==> src/rtl/i2s_tx_stream_if.sv <==
// Sample stream handshake into the I2S transmitter.
// The producer drives din/din_tvalid, the sink returns din_tready.
interface i2s_tx_stream_if #(
  parameter int DIN_WIDTH = 32
);
  logic [DIN_WIDTH-1:0] din;
  logic                 din_tvalid;
  logic                 din_tready;

  modport master (
    output din,
    output din_tvalid,
    input  din_tready
  );

  modport slave (
    input  din,
    input  din_tvalid,
    output din_tready
  );
endinterface

==> src/rtl/i2s_tx_stream.sv <==
// I2S transmitter: 2-entry sample buffer, mono sample sent in both
// slots, one-bit I2S delay, zero-fill and counting on underflow.
module i2s_tx_stream #(
  parameter int DIN_WIDTH    = 32,
  parameter int SAMPLE_WIDTH = 24,
  parameter int SLOT_BITS    = 32,
  parameter int BCLK_DIV     = 4
) (
  input  logic        clk,
  input  logic        rst_n,
  i2s_tx_stream_if.slave s,
  output logic        i2s_bclk,
  output logic        i2s_lrclk,
  output logic        i2s_sdata,
  output logic        underflow,
  output logic [15:0] underflow_cnt
);

  localparam int FRAME = 2 * SLOT_BITS;
  localparam int BW = $clog2(FRAME);
  localparam int KW = $clog2(SLOT_BITS);
  localparam int DW = (BCLK_DIV > 1) ? $clog2(BCLK_DIV) : 1;
  localparam int IW = (DIN_WIDTH > 1) ? $clog2(DIN_WIDTH) : 1;

  logic [DW-1:0]        div_cnt;
  logic                 div_tc;
  logic                 fall;
  logic [BW-1:0]        bit_cnt;
  logic [BW-1:0]        nxt_bit;
  logic [BW-1:0]        kf;
  logic [KW-1:0]        k;
  logic [IW-1:0]        idx;
  logic                 tx_bit;
  logic                 frame_start;
  logic [DIN_WIDTH-1:0] frame_reg;
  logic [DIN_WIDTH-1:0] mem [2];
  logic                 wr_ptr;
  logic                 rd_ptr;
  logic [1:0]           count;
  logic                 push;
  logic                 pop;

  assign div_tc = (div_cnt == DW'(BCLK_DIV - 1));
  assign fall   = div_tc && i2s_bclk;

  assign s.din_tready = rst_n && (count != 2'd2);
  assign push = s.din_tvalid && s.din_tready;
  assign pop  = frame_start && (count != 2'd0);

  // Next slot position and the bit it carries; the sample sits at
  // positions 1..SAMPLE_WIDTH, taken from the top of the stored word.
  always_comb begin
    nxt_bit = (bit_cnt == BW'(FRAME - 1)) ? '0 : bit_cnt + BW'(1);
    kf = (nxt_bit >= BW'(SLOT_BITS)) ?
         nxt_bit - BW'(SLOT_BITS) : nxt_bit;
    k = kf[KW-1:0];
    idx = IW'(DIN_WIDTH) - IW'(k);
    tx_bit = 1'b0;
    if (k != '0 && k <= KW'(SAMPLE_WIDTH))
      tx_bit = frame_reg[idx];
    frame_start = fall && (nxt_bit == '0);
  end

  // Bit clock divider: toggle bclk every BCLK_DIV clk cycles.
  always_ff @(posedge clk or negedge rst_n) begin
    if (!rst_n) begin
      div_cnt  <= '0;
      i2s_bclk <= 1'b0;
    end else if (div_tc) begin
      div_cnt  <= '0;
      i2s_bclk <= ~i2s_bclk;
    end else begin
      div_cnt <= div_cnt + DW'(1);
    end
  end

  // Serial side: advance slot position and shift data on falling bclk.
  always_ff @(posedge clk or negedge rst_n) begin
    if (!rst_n) begin
      bit_cnt   <= '0;
      i2s_lrclk <= 1'b0;
      i2s_sdata <= 1'b0;
    end else if (fall) begin
      bit_cnt   <= nxt_bit;
      i2s_lrclk <= (nxt_bit >= BW'(SLOT_BITS));
      i2s_sdata <= tx_bit;
    end
  end

  // Input buffer: push on handshake, pop at frame start.
  always_ff @(posedge clk or negedge rst_n) begin
    if (!rst_n) begin
      mem[0] <= '0;
      mem[1] <= '0;
      wr_ptr <= 1'b0;
      rd_ptr <= 1'b0;
      count  <= 2'd0;
    end else begin
      if (push) begin
        mem[wr_ptr] <= s.din;
        wr_ptr      <= ~wr_ptr;
      end
      if (pop)
        rd_ptr <= ~rd_ptr;
      unique case ({push, pop})
        2'b10:   count <= count + 2'd1;
        2'b01:   count <= count - 2'd1;
        default: count <= count;
      endcase
    end
  end

  // Frame load: take the buffer head, or zero-fill and flag underflow.
  always_ff @(posedge clk or negedge rst_n) begin
    if (!rst_n) begin
      frame_reg     <= '0;
      underflow     <= 1'b0;
      underflow_cnt <= '0;
    end else begin
      underflow <= 1'b0;
      if (frame_start) begin
        if (count != 2'd0) begin
          frame_reg <= mem[rd_ptr];
        end else begin
          frame_reg <= '0;
          underflow <= 1'b1;
          if (underflow_cnt != 16'hFFFF)
            underflow_cnt <= underflow_cnt + 16'd1;
        end
      end
    end
  end

endmodule

==> src/flat_wrapper.sv <==
// flat-port wrapper written by rule: the top's interface ports become plain ports
module i2s_tx_stream_flat 
#(
  parameter int DIN_WIDTH    = 32,
  parameter int SAMPLE_WIDTH = 24,
  parameter int SLOT_BITS    = 32,
  parameter int BCLK_DIV     = 4
)
  (clk, rst_n, i2s_bclk, i2s_lrclk, i2s_sdata, underflow, underflow_cnt, s_din, s_din_tvalid, s_din_tready);
  i2s_tx_stream_if #(.DIN_WIDTH(DIN_WIDTH)) s_i ();
  input  logic clk;
  input  logic rst_n;
  output logic i2s_bclk;
  output logic i2s_lrclk;
  output logic i2s_sdata;
  output logic underflow;
  output logic [15:0] underflow_cnt;
  input wire logic [$bits(s_i.din)-1:0] s_din;
  input wire logic [$bits(s_i.din_tvalid)-1:0] s_din_tvalid;
  output wire logic [$bits(s_i.din_tready)-1:0] s_din_tready;
  assign s_i.din = s_din;
  assign s_i.din_tvalid = s_din_tvalid;
  assign s_din_tready = s_i.din_tready;
  i2s_tx_stream #(.DIN_WIDTH(DIN_WIDTH), .SAMPLE_WIDTH(SAMPLE_WIDTH), .SLOT_BITS(SLOT_BITS), .BCLK_DIV(BCLK_DIV)) u_core (.clk(clk), .rst_n(rst_n), .s(s_i), .i2s_bclk(i2s_bclk), .i2s_lrclk(i2s_lrclk), .i2s_sdata(i2s_sdata), .underflow(underflow), .underflow_cnt(underflow_cnt));
endmodule
==> config.mk <==
export PLATFORM = sky130hd
export DESIGN_NAME = i2s_tx_stream_flat
export DESIGN_NICKNAME = d
export VERILOG_FILES = /design/src/rtl/i2s_tx_stream_if.sv /design/src/rtl/i2s_tx_stream.sv /design/src/flat_wrapper.sv
export SDC_FILE = /design/constraint.sdc
export NUM_CORES = 1
export LEC_CHECK = 0
export ABC_AREA = 1
export BUFFER_PORTS_ARGS = -buffer_cell sky130_fd_sc_hd__buf_2
export CORE_ASPECT_RATIO = 0.7
export CORE_MARGIN = 2
export CORE_UTILIZATION = 30
export DETAILED_ROUTE_END_ITERATION = 16
export PLACE_DENSITY = 0.57
export SYNTH_ARGS = -nofsm -noshare
export SYNTH_HDL_FRONTEND = slang
export SYNTH_SLANG_ARGS = --single-unit
==> constraint.sdc <==
create_clock -name clk -period 3.1 [get_ports clk]
set_input_delay 0.155 -clock clk [delete_from_list [all_inputs] [get_ports clk]]
set_output_delay 0.155 -clock clk [all_outputs]
set_load 0.01 [all_outputs]
Word-level counts from Yosys, hierarchy flattened:

Cells that the tools add are included.

* equal/unequal tests: 6
* bitwise logic cells: 6
* $lt $le $gt $ge: 6
* reduce and logical (&&, ||, !) cells: 12
* add/sub/neg operators: 7
* multiplexer cells: 16

Operator list (number)
* two-way mux 32 bit: 5
* bitwise mux 64 bit: 1
* demux 32 bit (select 1 bit): 1
* adder 16 x 1 -> 16 bit (second input constant): 1
* != test 16 bit (second input constant): 1
* logical AND 1 bit: 7
* adder 6 x 1 -> 6 bit (second input constant): 1
* == test 6 bit (second input constant): 1
* greater-or-equal comparator 6 bit (second input constant): 1
* zero test 6 bit: 1
* less-than comparator 5 x 6 -> 1 bit (second input constant): 1
* two-way mux 6 bit: 1
* binary-select mux 1 bit (select 5 bit): 1
* less-or-equal comparator 5 bit (second input constant): 1
* two-way mux 5 bit: 1
* nonzero test 5 bit: 1
* subtractor 1 x 5 -> 5 bit (first input constant): 1
* subtractor 5 x 1 -> 5 bit (second input constant): 1
* adder 2 x 1 -> 2 bit (second input constant): 2
* == test 2 bit (second input constant): 2
* greater-or-equal comparator 2 bit (second input constant): 2
* two-way mux 1 bit: 4
* NOT 1 bit: 4
* NOT 1 -> 2 bit: 2
* 8 further kinds: 9

* word-level logic and storage cells: 66
* output and inout bits: 21
* bits of input ports: 35
* bits in registers: 128

Depth between registers and ports, before layout:

* word-level depth: 8
* mapped depth: 14
* gate-level depth less buffers: 13

Worst setup path after synthesis:

Ideal clock, no wire load.

* path type: reg-to-reg
* start: reg u_core.bit_cnt[0]
* end: reg u_core.count[1]
* buffers on the path: 0
* cell stages (with the launch flop): 14
* arrival time: 1956 ps
* setup slack: 1020 ps
* data required time: 2976 ps
* clock period less this slack: 2080 ps
* library setup time: 124 ps
* cell sequence: dfrtp_1 -> ha_1 -> nand2_2 -> nor2_4 -> nand2_4 -> nand3_4 -> nand2_1 -> inv_2 -> nand3_4 -> nor2_4 -> ha_1 -> a21oi_1 -> o21ai_0 -> xnor2_1

* longest elaborated chain between the ends: 7
* elaborated cells on any way between the ends: 10
* those cells by class: add/sub: 1; eq/ne: 3; mux: 2; reduce/logical: 4

RTL lines
* start, declared: line i2s_tx_stream.sv:28 `logic [BW-1:0] bit_cnt;`
* start signal, assigned: line i2s_tx_stream.sv:84 `bit_cnt <= nxt_bit;`
* adder 6 x 1 -> 6 bit or == test 6 bit (tied branches): line i2s_tx_stream.sv:53 `nxt_bit = (bit_cnt == BW'(FRAME - 1)) ? '0 : bit_cnt + BW'(1);`
* two-way mux 6 bit *: line i2s_tx_stream.sv:53
* zero test 6 bit *: line i2s_tx_stream.sv:61 `frame_start = fall && (nxt_bit == '0);`
* logical AND 1 bit *: line i2s_tx_stream.sv:61
* logical AND 1 bit *: line i2s_tx_stream.sv:48 `assign pop = frame_start && (count != 2'd0);`
* via u_core.pop: line i2s_tx_stream.sv:41 `logic pop;`
* == test 2 x 1 -> 1 bit or == test 2 bit (tied branches): line i2s_tx_stream.sv:105 `unique case ({push, pop})`
* one-hot mux 2 bit (2 select lines) or nonzero test 2 bit (tied branches)
* end signal, assigned: line i2s_tx_stream.sv:106 `2'b10: count <= count + 2'd1;`
* end signal, assigned: line i2s_tx_stream.sv:107 `2'b01: count <= count - 2'd1;`
* end signal, assigned: line i2s_tx_stream.sv:108 `default: count <= count;`
* end, declared: line i2s_tx_stream.sv:39 `logic [1:0] count;`

Mark *: on every way through the listed nets, which the timed path passes. The rest lies on a longest branch.
A chain may end at the register's enable or synchronous reset.

Worst setup path in the final report:

Same ends and word-level chain as after synthesis.

==> results.md <==
- Final setup TNS: 0 ns
- WL/cell: 12.9 um
- RSZ-0062 raised after global routing: no
- Nets: 775
- Die area: 0.0212 mm2
- Synth-to-Final Area Change: 21.0%
- Synth unique cells: 36
- # port buffers: 55
- Vias in the first global route: 4456
- TritonCTS clock tree: done
- Endpoints failing setup: 0
- Gr usage total: 0.135
- FP Rows: 43
- Number of diodes: 0
- Iter 0 DRT Violations: 330
- Asr flop ratio synth: 1.00
- CTS Buffer Depth: 2
- Cells after Synth: 666
- Core area: 0.0197 mm2
- Worst Hold Slack: -0.00425 ns
- Antenna-violating nets left: 0
- Slew @ Worst Pin: 1.04 ns
- Total gr overflow: 0
- Fraction of layout cells with a size suffix above 1: 0.162
- Final worst slack: 0.578 ns
- Tot Pwr: 4.90 mW
- Fmax: 397 MHz
- Worst EP required: 3.40 ns
- Final Hold Vio Count: 10
- P per Cell Area: 675 mW/mm2
- Worst-path cell chain: ha_1 > nand2_2 > nor2_4 > nand2_4 > nand3_4 > nand2_1 > inv_2 > nand3_4 > nor2_4 > ha_1 > a21oi_1 > o21ai_0 > xnor2_1
- Chip Width: 173 um
- Routability cong.: 0.855
- Vias per inst: 4.36
- Post-Route WL: 13.1 mm
- CP arrival: 2.82 ns
- Clock sinks: 128
- Initial Utilization: 0.305
- Mapped cell area: 0.00600 mm2
- Slowest cell on crit path: dfrtp_1
- Clock Latency Late Sink: 0.42 ns
- Vert. Die Dim: 122 um
- Sequential share of the synthesized area: 0.534
- Max-Cap Viols: 0
- Clock transition at path regs: 0.06 ns
- Root buffer cell: clkbuf_16
- Setup repair bufs after CTS: 0
- DR pass1 iterations: 4
- Startpoint Class: register
- EDFF count, synth: 0
- Share of the synthesized area in the top cell type: 0.534
- Post-synthesis area per instance: 9.01 um2
- Max FFs per register: 64
- VDD IR max: 324 uV
- Worst path max stage delay: 0.46 ns
- Top area cells in the synthesized netlist: dfrtp_1 53%, nand2_1 10%, o21ai_0 7.0%, mux2i_1 5.3%, inv_1 5.0%
- TritonCTS buffer count: 17
- Violated checks: hold timing
- R2R Setup Slk: 0.58 ns
- Commonest non-fill, non-tap cell in the layout: nand2_1
- Final period utilization: 0.813
- Max-slew headroom: 0.308
- Synth area leader: dfrtp_1
- Syn Nets: 707
- Largest fanout on the critical path: 14
- Worst Setup End Kind: register
- DRC viols: 0
- Tmin final: 2.52 ns
- Top FF cell, synth: dfrtp_1
- Worst hold-check path type: primary input to async pin
- Outcome: finished, violations left
- Crit Path Category: register to register
- Global-route wire length before repair: 22.7 mm
- Antenna violations before repair: 0
- H-tree levels: 4
- Pre-CTS WS: 0.550 ns
- Yosys warns: 0
- Hpwl dp: 8.77 mm
- Clock Skews: 0.00532 ns
- Largest net degree at the start of global routing: 77
- Yosys reg bits: 128
- Layout Utilization: 0.369
- LEAKAGE: 3.52 nW
- Io pins: 56
- Most frequent cells in the layout: 160 x nand2_1, 127 x dfrtp_1, 84 x o21ai_0, 80 x inv_1, 54 x buf_2
- Vias post-DR: 4432
- Pins Over Slew Limit: 0
[Yosys cell counts (2+ instances only)]
cell type and number:
nor4_1 2, nor3_1 7, xor2_1 15, inv_1 80, xnor2_1 6, mux2i_1 32
dfrtp_1 128, nor2_4 2, nor2_1 17, nor2_2 4, inv_2 6, buf_6 2
nand2_4 2, buf_2 8, o21ai_1 6, or2_2 2, nand4_1 2, nand3_1 35
nand2_1 160, clkbuf_1 18, nand3_4 2, nand2_2 3, o21ai_0 84, xnor2_2 2
a21oi_1 2, ha_1 6, o22ai_1 24
[worst paths after layout]
check,endpoint,from,depth (start not counted)
worst max register to register,u_core.count[1],u_core.bit_cnt[0],13
worst max-delay path,u_core.count[1],u_core.bit_cnt[0],13
min in group clk,u_core.mem[9],s_din[9],3
max in group asynchronous,u_core.frame_reg[18],rst_n,3
worst min-delay path,u_core.underflow_cnt[10],rst_n,2
worst min register to register,u_core.div_cnt[0],u_core.div_cnt[0],1
[metrics by stage]
stage / cells / hold slack [ns] / cell area (um2)
floorplan: 666 / -0.141 / 6000
global placement: 969 / 0.418 / 6540
detailed placement: 969 / 0.417 / 6540
CTS: 1017 / 0.000326 / 7260
global route: 1017 / 0.0154 / 7260
finish: 1017 / -0.00425 / 7260
[routing by layer]
metal | wire length, um | up-vias | GRT usage
met2 | 5360 | 79 | 0.191
li1 | - | 2297 | -
met1 | 6980 | 2042 | 0.198
met5 | 0 | - | 0
met4 | 159 | 0 | 0.0403
met3 | 606 | 14 | 0.0381
[cell families (layout without fill, tap and decap cells)]
logic type	after synthesis	in the layout	synth area share
buffers and inverters	116	197	0.0774
adder cells (fa/ha/maj)	6	6	0.0125
AND/OR/NAND/NOR	242	242	0.181
AO/OA/AOI/OAI	119	119	0.106
multiplexers	32	32	0.0534
XOR/XNOR	23	23	0.0361
flip-flops	128	128	0.534
[report_power, final]
group / switching (mW) / internal (mW) / leakage [nW] / total (mW)
clock: 0.726 / 1.16 / 0.273 / 1.89
sequential: 0.219 / 2.08 / 1.67 / 2.30
combinational: 0.407 / 0.309 / 1.57 / 0.716
total: 1.35 / 3.55 / 3.52 / 4.90
[critical path, delay by kind of cell, from the launching register on]
family / cells / cell delay, ns
AO/OA/AOI/OAI: 2 / 0.22
XOR/XNOR: 1 / 0.13
adder cells (fa/ha/maj): 2 / 0.57
buffers and inverters: 1 / 0.08
flip-flops: 1 / 0.46
AND/OR/NAND/NOR: 7 / 0.92
[area by class of cell]
cell class	instances	area [um2]
Clock buffer	23	478
Clock inverter	9	82.6
Fill cell	2055	12400
Inverter	86	323
Multi-Input combinational cell	422	2340
Sequential cell	128	3200
Tap cell	270	338
Timing Repair Buffer	79	498
[what timing repair did]
action	4_1_cts	5_1_grt
resized for setup	0	0
hold buffers	16	0
hold endpoints to repair	25	0
Note: power is estimated with default switching activity, not from simulation.
